File: src/rtl/cpu7_excp_ctrl.sv
// Exception / ertn sequencer for the _e stage: prioritises causes, pulses CSR events,
// redirects the IFU and drains. Define CPU7_EXCP_INT_EN to add the interrupt source.
module cpu7_excp_ctrl #(
  parameter int GRLEN     = 32,
  parameter int DRAIN_CYC = 2
) (
  input  logic             clk,
  input  logic             resetn,
  input  logic             ifu_exu_valid_d,
  input  logic             dec_illinst_d,
  input  logic             dec_ertn_d,
  input  logic             ecl_stall_e,
  input  logic             lsu_ale_e,
  input  logic [GRLEN-1:0] ifu_exu_pc_e,
  input  logic [GRLEN-1:0] csr_eentry,
  input  logic [GRLEN-1:0] csr_era,
  input  logic             ifu_exu_redirect_ack,
  output logic             ecl_csr_illinst_e,
  output logic             ecl_csr_ale_e,
  output logic             ecl_csr_ertn_e,
  output logic             exu_ifu_redirect_vld,
  output logic [GRLEN-1:0] exu_ifu_redirect_pc,
  output logic             ecl_flush_d,
`ifdef CPU7_EXCP_INT_EN
  input  logic             csr_int_pending,
  input  logic             csr_crmd_ie,
  output logic             ecl_csr_int_e,
`endif
  output logic             ecl_issue_block
);

  typedef enum logic [1:0] {S_IDLE, S_REDIRECT, S_DRAIN} state_t;

  state_t           r_state, w_state_nxt;
  logic             r_valid_e, r_illinst_e, r_ertn_e;
  logic [2:0]       r_drain_cnt, w_drain_nxt;
  logic [GRLEN-1:0] r_redirect_pc;
  logic             w_idle, w_int, w_cand;
  logic             w_take_int, w_take_ill, w_take_ale, w_take_ertn, w_take;
  logic             w_cap_en;
  logic             w_unused_pc;

  // The _e pc is carried on the interface for reference only.
  assign w_unused_pc = ^ifu_exu_pc_e;

`ifdef CPU7_EXCP_INT_EN
  assign w_int         = csr_int_pending & csr_crmd_ie;
  assign ecl_csr_int_e = w_take_int;
`else
  assign w_int         = 1'b0;
`endif

  assign w_idle      = (r_state == S_IDLE);
  assign w_cand      = w_idle & r_valid_e;
  assign w_take_int  = w_cand & w_int;
  assign w_take_ill  = w_cand & ~w_int & r_illinst_e;
  assign w_take_ale  = w_cand & ~w_int & ~r_illinst_e & lsu_ale_e;
  assign w_take_ertn = w_cand & ~w_int & ~r_illinst_e & ~lsu_ale_e & r_ertn_e;
  assign w_take      = w_take_int | w_take_ill | w_take_ale | w_take_ertn;

  assign ecl_csr_illinst_e    = w_take_ill;
  assign ecl_csr_ale_e        = w_take_ale;
  assign ecl_csr_ertn_e       = w_take_ertn;
  assign exu_ifu_redirect_vld = (r_state == S_REDIRECT);
  assign exu_ifu_redirect_pc  = r_redirect_pc;
  assign ecl_flush_d          = w_take | exu_ifu_redirect_vld;
  assign ecl_issue_block      = ~w_idle;
  assign w_cap_en             = ifu_exu_valid_d & ~ecl_flush_d & ~ecl_issue_block;

  // _d->_e regs; a taken event wins over the stall so the cause cannot re-fire.
  always_ff @(posedge clk or negedge resetn) begin
    if (!resetn) begin
      r_valid_e   <= 1'b0;
      r_illinst_e <= 1'b0;
      r_ertn_e    <= 1'b0;
    end else if (w_take) begin
      r_valid_e   <= 1'b0;
      r_illinst_e <= 1'b0;
      r_ertn_e    <= 1'b0;
    end else if (!ecl_stall_e) begin
      r_valid_e   <= w_cap_en;
      r_illinst_e <= w_cap_en & dec_illinst_d;
      r_ertn_e    <= w_cap_en & dec_ertn_d;
    end
  end

  always_ff @(posedge clk or negedge resetn) begin
    if (!resetn) begin
      r_redirect_pc <= '0;
    end else if (w_take) begin
      r_redirect_pc <= w_take_ertn ? csr_era : csr_eentry;
    end
  end

  always_ff @(posedge clk or negedge resetn) begin
    if (!resetn) begin
      r_state     <= S_IDLE;
      r_drain_cnt <= 3'd0;
    end else begin
      r_state     <= w_state_nxt;
      r_drain_cnt <= w_drain_nxt;
    end
  end

  always_comb begin
    w_state_nxt = r_state;
    w_drain_nxt = r_drain_cnt;
    case (r_state)
      S_IDLE: begin
        if (w_take) w_state_nxt = S_REDIRECT;
      end
      S_REDIRECT: begin
        if (ifu_exu_redirect_ack) begin
          if (DRAIN_CYC == 0) begin
            w_state_nxt = S_IDLE;
          end else begin
            w_state_nxt = S_DRAIN;
            w_drain_nxt = 3'(DRAIN_CYC);
          end
        end
      end
      S_DRAIN: begin
        if (r_drain_cnt <= 3'd1) begin
          w_state_nxt = S_IDLE;
          w_drain_nxt = 3'd0;
        end else begin
          w_drain_nxt = r_drain_cnt - 3'd1;
        end
      end
      default: begin
        w_state_nxt = S_IDLE;
        w_drain_nxt = 3'd0;
      end
    endcase
  end

endmodule

File: config.mk
export PLATFORM = sky130hd
export DESIGN_NAME = cpu7_excp_ctrl
export DESIGN_NICKNAME = d
export VERILOG_FILES = /design/src/rtl/cpu7_excp_ctrl.sv
export SDC_FILE = /design/constraint.sdc
export NUM_CORES = 1
export LEC_CHECK = 0
export ABC_CLOCK_PERIOD_IN_PS = 2100
export CORE_MARGIN = 4
export CORE_UTILIZATION = 35
export DETAILED_ROUTE_END_ITERATION = 16
export HOLD_SLACK_MARGIN = 0.02
export PLACE_DENSITY_LB_ADDON = 0.05
export RECOVER_POWER = 25
export SETUP_SLACK_MARGIN = 0.1
export SLEW_MARGIN = 10
export SYNTH_ARGS = -nofsm -noshare
export SYNTH_HDL_FRONTEND = slang
export SYNTH_SLANG_ARGS = --single-unit
File: constraint.sdc
create_clock -name clk -period 2.1 [get_ports clk]
set_input_delay 0.63 -clock clk [delete_from_list [all_inputs] [get_ports clk]]
set_output_delay 0.63 -clock clk [all_outputs]
set_load 0.01 [all_outputs]
== Word-level counts from Yosys, hierarchy flattened ==
Index checks and enable logic that the tools add are counted.
W data, S select, Z words.

* Register bits after elaboration: 40
* Bits of input ports: 104
* Output and inout port bits: 38
* Word-level logic and storage cells: 48

* Add/sub/neg operators: 1
* Order comparisons: 1
* Equality and inequality tests: 6
* Multiplexer cells: 14
* Bitwise logic cells: 17
* Reduce and logical (&&, ||, !) cells: 3

{| class="wikitable"
|+ Operators by type and width
! operator !! number
|-
| $mux W32 || 1
|-
| $and A1 B1 Y1 || 10
|-
| $pmux W3 S3 || 1
|-
| $mux W1 || 6
|-
| $mux W2 || 3
|-
| $mux W3 || 2
|-
| $pmux W2 S3 || 1
|-
| $ne A2 B1 Y1 const B || 2
|-
| $ne A2 B2 Y1 const B || 2
|-
| $not A1 Y1 || 4
|-
| $le A3 B1 Y1 const B || 1
|-
| $or A1 B1 Y1 || 3
|-
| $reduce_and A3 Y1 || 1
|-
| $sub A3 B1 Y3 const B || 1
|-
| $eq A2 B1 Y1 const B || 1
|-
| $eq A2 B2 Y1 const B || 1
|-
| $logic_not A2 Y1 || 1
|-
| $reduce_and A2 Y1 || 1
|}

== Longest topological paths before layout ==
Gate-level depths: netlist of the first run.

* Depth in word-level cells: 13
* Gate-level depth with buffers: 8
* Depth with buffers taken out: 6

== Worst setup path before layout of the first run ==
OpenSTA, ideal clock, no wires.

* Path type: flip-flop to output port
* Start: register r_state[0]
* End: output port ecl_flush_d
* Arrival time: 1.429 ns
* Data required time: 1.470 ns
* Path slack: 0.041 ns
* Cell stages (with the launch flop): 8
* Buffers on the path: 2
* Path through: dfrtp_1 > inv_1 > ha_1 > nand2_1 > or2_1 > buf_4 > buf_4 > nand2_1

* Longest elaborated chain between the ends: 7
* Elaborated cells on any way between the ends: 11
* Those cells by class: eq/ne: 1; bitwise: 9; reduce/logical: 1

{| class="wikitable"
|+ Ends and longest elaborated chain
! item !! RTL line !! RTL
|-
| from (decl) || 34 || <nowiki>state_t r_state, w_state_nxt;</nowiki>
|-
| from (signal assigned) || 100 || <nowiki>r_state <= w_state_nxt;</nowiki>
|-
| $logic_not A2 Y1 || 53 || <nowiki>assign w_idle = (r_state == S_IDLE);</nowiki>
|-
| $and A1 B1 Y1 || 54 || <nowiki>assign w_cand = w_idle & r_valid_e;</nowiki>
|-
| $and A1 B1 Y1 || 57, 58 ||
|-
| $and A1 B1 Y1, on equally long branches || 57, 58 ||
|-
| $or A1 B1 Y1 or $and A1 B1 Y1 (tied branches) || 59, 58 ||
|-
| $or A1 B1 Y1 || 59 || <nowiki>assign w_take = w_take_int | w_take_ill | w_take_ale | w_take_ertn;</nowiki>
|-
| $or A1 B1 Y1 * || 66 || <nowiki>assign ecl_flush_d = w_take | exu_ifu_redirect_vld;</nowiki>
|-
| to (decl) || 23 || <nowiki>output logic ecl_flush_d,</nowiki>
|}

Every way passes the cells marked *; elsewhere a longest branch is shown, timed or not.

== Worst setup path in the final report of the first run ==
* Start: register r_state[0]
* End: output port ecl_csr_ale_e

* Longest elaborated chain between the ends: 4

{| class="wikitable"
|+ Ends and longest elaborated chain
! item !! RTL line !! RTL
|-
| $logic_not A2 Y1 || 53 ||
|-
| $and A1 B1 Y1 || 54 ||
|-
| $and A1 B1 Y1 (2 in a row) || 57 || <nowiki>assign w_take_ale = w_cand & ~w_int & ~r_illinst_e & lsu_ale_e;</nowiki>
|-
| to (decl) || 19 || <nowiki>output logic ecl_csr_ale_e,</nowiki>
|}

No other way between the ends.

==> impl_metrics.ini, run 1 <==
[outcome]
outcome = completed

[floorplan]
ios = 142
die_h_um = 84.1
die_area_um2 = 7080
start_util_pct = 36.4
coreArea_um2 = 5570
die_x_um = 84.1
rows = 27

[clock_tree]
cts_max_path_buffers = 2
path_clk_slew_ns = 0.07
cts_root_buffer = clkbuf_8
cts.htree.levels = 2
cts_sinks = 40
post_cts_buffers = 0
cts_tree = done
clock_latency_ns = 0.29
cts_inserted_buffers = 5

[timing]
final.setup_skew_ns = 0.00518
timing.final.crit_period_ns = 2.03
rsz0062_at_grt = true
whs_ns = 0.473
finalWorstSetupSlack_ns = 0.0672
final_hold_viol_count = 0
drv_slew = 0
finalCritPeriodShare_pct = 96.8
setup_violations = 0
fmax_mhz = 492
maxSlewHeadroom_pct = 34.9
worst_pin_slew_ns = 0.977
tns_ns = 0

[synth]
ys_types = 32
yosysSeqAreaShare_pct = 49.3
yosysTopAreaCell = dfrtp_1
synth_area_um2 = 2030
ys_ff_latch = 40
synth_top_cell_area_share_pct = 49.3
ys_warn_count = 0
async_flop_share_pct = 100
synth_flop_cell = dfrtp_1
synthCells = 194
avgSynthCellArea_um2 = 10.5
postSynthNetCount = 304
synth_edf_count = 0
synthTopCellsByArea = dfrtp_1, mux2i_1, nand2_1, o21ai_0, ha_1

[global_route]
grt_pass1_vias = 1791
overflow = 0
antenna_found_initial = 0
grt_pass1_wl_um = 8310
grt_max_degree = 65
grt_use_total_pct = 14.4

[worst_setup_path]
worstPathCellList = inv_2 > ha_4 > nand2_4 > buf_6 > nor3b_2 > buf_2
cp_top_family = flip-flops
critPathKind = register to primary output
startpoint_type = register
cpPeakStageDelay_ns = 0.40
arrival_ns = 1.40
critPathBufInv = 3
r2r-end = exu_ifu_redirect_pc[16]$_DFFE_PN0P_
cp_max_fo = 2
rr_worst_depth = 7
r2r_start = r_state[0]$_DFFE_PN0P_
slowest_stage = dfrtp_1
cp.required_ns = 1.47
cp-end-kind = primary output
worst-r2r-setup-slack_ns = 0.26

[layout]
area_growth_pct = 66.6
layout-drive-gt1-share_pct = 15.3
multi_input_area_um2 = 978
nFillCells = 507
register_area_um2 = 1000
final_area_um2 = 3380
finalNonFillerCells = 386
diodes = 0
fin_util_pct = 60.7
final_nets = 423

[min_path]
hp-class = input port to async pin

[place]
dp_slack_ns = -0.632
numPlacedInstances = 378
hpwl_um = 3910
placed_area_um2 = 3250
gp_congestion = 0.737
port_buffers = 109

[power_and_ir_drop]
p_leak_nw = 1.68
power_density_nw_per_um2 = 1100
p_total_mw = 3.71
max-vdd-ir-drop_uv = 415

[detailed_routing]
vias = 1788
via_per_inst = 4.63
drc = 0
avgRoutedWirePerCell_um = 13.1
ant_nets = 0
routed_wl_um = 5050
drt_first_pass_iters = 4
drt-initial-drc-count = 23

[flow_run]
cap_violations = 0
what timing repair did:
action / in CTS / in global routing
hold buffers: 0 / 0
gates resized for setup: 30 / 9
setup endpoints to repair: 28 / 6
pin swaps: 2 / 6
flip-flops by register name, indices dropped and copies added, names as in the netlist:
name,count
exu_ifu_redirect_pc,32
r_drain_cnt,3
r_ertn_e,1
r_illinst_e,1
r_state,2
r_valid_e,1
cells in the mapped netlist, types with 2 or more instances:
cell,instances
a22oi_1,2
nor2_1,6
buf_6,4
o21ai_2,6
ha_1,6
o21ai_1,13
a31oi_1,2
nor2b_1,2
dfrtp_1,40
nand2_1,35
buf_4,4
o21ai_0,16
mux2i_1,32
inv_1,8
power by group:
group          switching [mW]  internal (mW)
Combinational           0.783           1.04
Clock                   0.268          0.351
Sequential              0.171           1.09
Total                    1.22           2.49
kinds of logic after synthesis:
family / synth area share, %
mux: 16.3
flops: 49.3
compound gates: 13.4
fa+ha+maj: 3.70
buf+inv: 5.61
simple gates: 11.7
cells in the final DEF (no fill, tap or decap), types with 2 or more instances in the layout:
cell / Yosys / layout
nor2_1: 6 / 5
clkdlybuf4s50_1: 0 / 101
o21ai_0: 16 / 16
clkbuf_8: 0 / 5
a22oi_1: 2 / 2
inv_2: 0 / 4
nor2b_1: 2 / 2
inv_1: 8 / 4
a31oi_1: 2 / 2
ha_1: 6 / 4
buf_2: 1 / 3
o21ai_1: 13 / 13
dfrtp_1: 40 / 40
mux2i_1: 32 / 32
o21ai_2: 6 / 6
nand2_4: 0 / 2
buf_6: 4 / 3
nand2_1: 35 / 33
buf_4: 4 / 11
ha_4: 0 / 2
metal layers:
metal | GRT usage (%) | wire length, µm | vias to the layer above
li1 | - | - | 905
met1 | 17.1 | 2150 | 804
met2 | 23.4 | 2270 | 72
met3 | 7.16 | 582 | 7
met4 | 3.51 | 47 | 0
met5 | 0 | 0 | -
final cells by class:
type                       instances  area share, %
clock buffer                       5           2.04
clock inverter                     3           1.26
inverter                           8          0.888
multi-input combinational        136           28.9
sequential                        40           29.6
tap                               72           2.66
timing repair buffer             122           34.6
how the worst max path moves through the flow:
stage	start	slack [ns]	depth (start not counted)	endpoint
after floorplan	r_state[0]$_DFFE_PN0P_	0.11	7	ecl_flush_d
after global placement	lsu_ale_e	-0.64	5	ecl_flush_d
after detailed placement	lsu_ale_e	-0.63	5	ecl_flush_d
after CTS	lsu_ale_e	0.03	5	ecl_flush_d
after global routing	r_state[0]$_DFFE_PN0P_	-0.04	6	ecl_csr_ale_e
final	r_state[0]$_DFFE_PN0P_	0.07	6	ecl_csr_ale_e
(Power assumes the default switching activity.)
==> run 2, diff against run 1 <==
- CTS_CLUSTER_SIZE: not set -> 40
==> results of run 2 <==
Final layout, timing and power as in run 1 (identical DEF).
==> run 3, diff against run 2 <==
- CORE_UTILIZATION: 35 -> 60
- DONT_BUFFER_PORTS: not set -> 1
==> impl_metrics.ini, run 3 (synthesis results as in run 1) <==
[outcome]
outcome = completed

[place]
placed_area_um2 = 2050
numPlacedInstances = 232
port_buffers = 0
dp_slack_ns = 0.221
hpwl_um = 3410
gp_congestion = 0.717

[detailed_routing]
drt-initial-drc-count = 60
via_per_inst = 5.73
drc = 0
vias = 1405
ant_nets = 0
avgRoutedWirePerCell_um = 18.7
routed_wl_um = 4570
drt_first_pass_iters = 4

[worst_setup_path]
cp_top_family = flip-flops
cpPeakStageDelay_ns = 0.43
critPathBufInv = 1
critPathKind = register to primary output
worstPathCellList = inv_2 > ha_4 > nand2_4 > or2_4 > nand2_4
cp-end-kind = primary output
cp.required_ns = 1.47
cp_max_fo = 3
arrival_ns = 1.47
cpMostUsedCell = nand2_4
slowest_stage = dfrtp_1
startpoint_type = register

[clock_tree]
clock_latency_ns = 0.35
path_clk_slew_ns = 0.12
cts_max_path_buffers = 2
cts_inserted_buffers = 5
cts.htree.levels = 2
cts_root_buffer = clkbuf_4
cts_sinks = 40
cts_tree = done

[timing]
fmax_mhz = 476
finalCritPeriodShare_pct = 99.9
final_hold_viol_count = 0
finalWorstSetupSlack_ns = 0.00133
final.setup_skew_ns = 0.00876
rsz0062_at_grt = true
maxSlewHeadroom_pct = 36.4
worst_pin_slew_ns = 0.954
timing.final.crit_period_ns = 2.10
drv_slew = 0
setup_violations = 0
whs_ns = 0.408
tns_ns = 0

[floorplan]
die_h_um = 66.2
start_util_pct = 64.4
coreArea_um2 = 3150
die_area_um2 = 4380
die_x_um = 66.2
rows = 20
ios = 142

[layout]
layout_common_cells = dfrtp_1, nand2_1, mux2i_1
layout-drive-gt1-share_pct = 18.4
diodes = 0
largest_reg_flops = 32
multi_input_area_um2 = 968
fin_util_pct = 70.5
final_common_cell = dfrtp_1
finalNonFillerCells = 245
final_area_um2 = 2220
register_area_um2 = 1000
final_nets = 310
area_growth_pct = 9.49
nFillCells = 259

[power_and_ir_drop]
p_leak_nw = 1.23
power_density_nw_per_um2 = 1310
p_total_mw = 2.91
max-vdd-ir-drop_uv = 785

[flow_run]
cap_violations = 0

[global_route]
grt_pass1_wl_um = 7030
antenna_found_initial = 0
grt_use_total_pct = 21.7
grt_pass1_vias = 1457
grt_max_degree = 41
overflow = 0

[min_path]
hp-class = input port to async pin
-- run 3: cell count changes in the layout (fill, tap and decap cells not counted), moves of 3 or more --
| cell | previous run | this run |
|---|---|---|
| clkdlybuf4s50_1 | 101 | 0 |
| buf_4 | 11 | 6 |
| clkbuf_8 | 5 | 2 |
| clkbuf_4 | 0 | 5 |
| buf_2 | 3 | 0 |
-- run 3: timing repair --
item                                   4_1_cts  5_1_grt
setup endpoints to repair                    3        4
resized for setup                            3        8
endpoints found under the hold margin       40        0
buffers inserted                             4        0
hold buffers                                 1        0
pin swaps                                    2        3
-- run 3: final timing paths --
| check | from | endpoint | slack [ns] | cells past startpoint |
|---|---|---|---|---|
| worst max-delay path | r_state[1]$_DFFE_PN0P_ | ecl_flush_d | 0.001 | 5 |
| min in group clk | dec_illinst_d | r_illinst_e$_DFFE_PN0P_ | 0.45 | 2 |
| max in group asynchronous | resetn | exu_ifu_redirect_pc[26]$_DFFE_PN0P_ | 1.11 | 1 |
| worst min-delay path | resetn | r_drain_cnt[0]$_DFFE_PN0P_ | 0.41 | 1 |
| worst max register to register | r_state[1]$_DFFE_PN0P_ | exu_ifu_redirect_pc[1]$_DFFE_PN0P_ | 0.27 | 7 |
| worst min register to register | exu_ifu_redirect_pc[9]$_DFFE_PN0P_ | exu_ifu_redirect_pc[9]$_DFFE_PN0P_ | 0.57 | 2 |
-- run 3: cell type report --
cell class	count	share of cell area, %
flip-flops and latches	40	45.0
multi-input cells	136	43.6
repair buffers	9	3.27
clock buffers	7	2.93
well taps	44	2.48
clock inverters	1	1.35
inverters	8	1.35
-- run 3: report_power, final --
part | switching [mW] | internal, mW
Sequential | 0.389 | 1.09
Combinational | 0.486 | 0.381
Clock | 0.250 | 0.316
Total | 1.13 | 1.79
-- run 3: routing by layer --
metal  global-route usage, %  routed length (µm)
met1                    23.5                1600
met2                    38.3                2500
met3                    8.33                 391
met4                    7.61                  77
met5                       0                   0
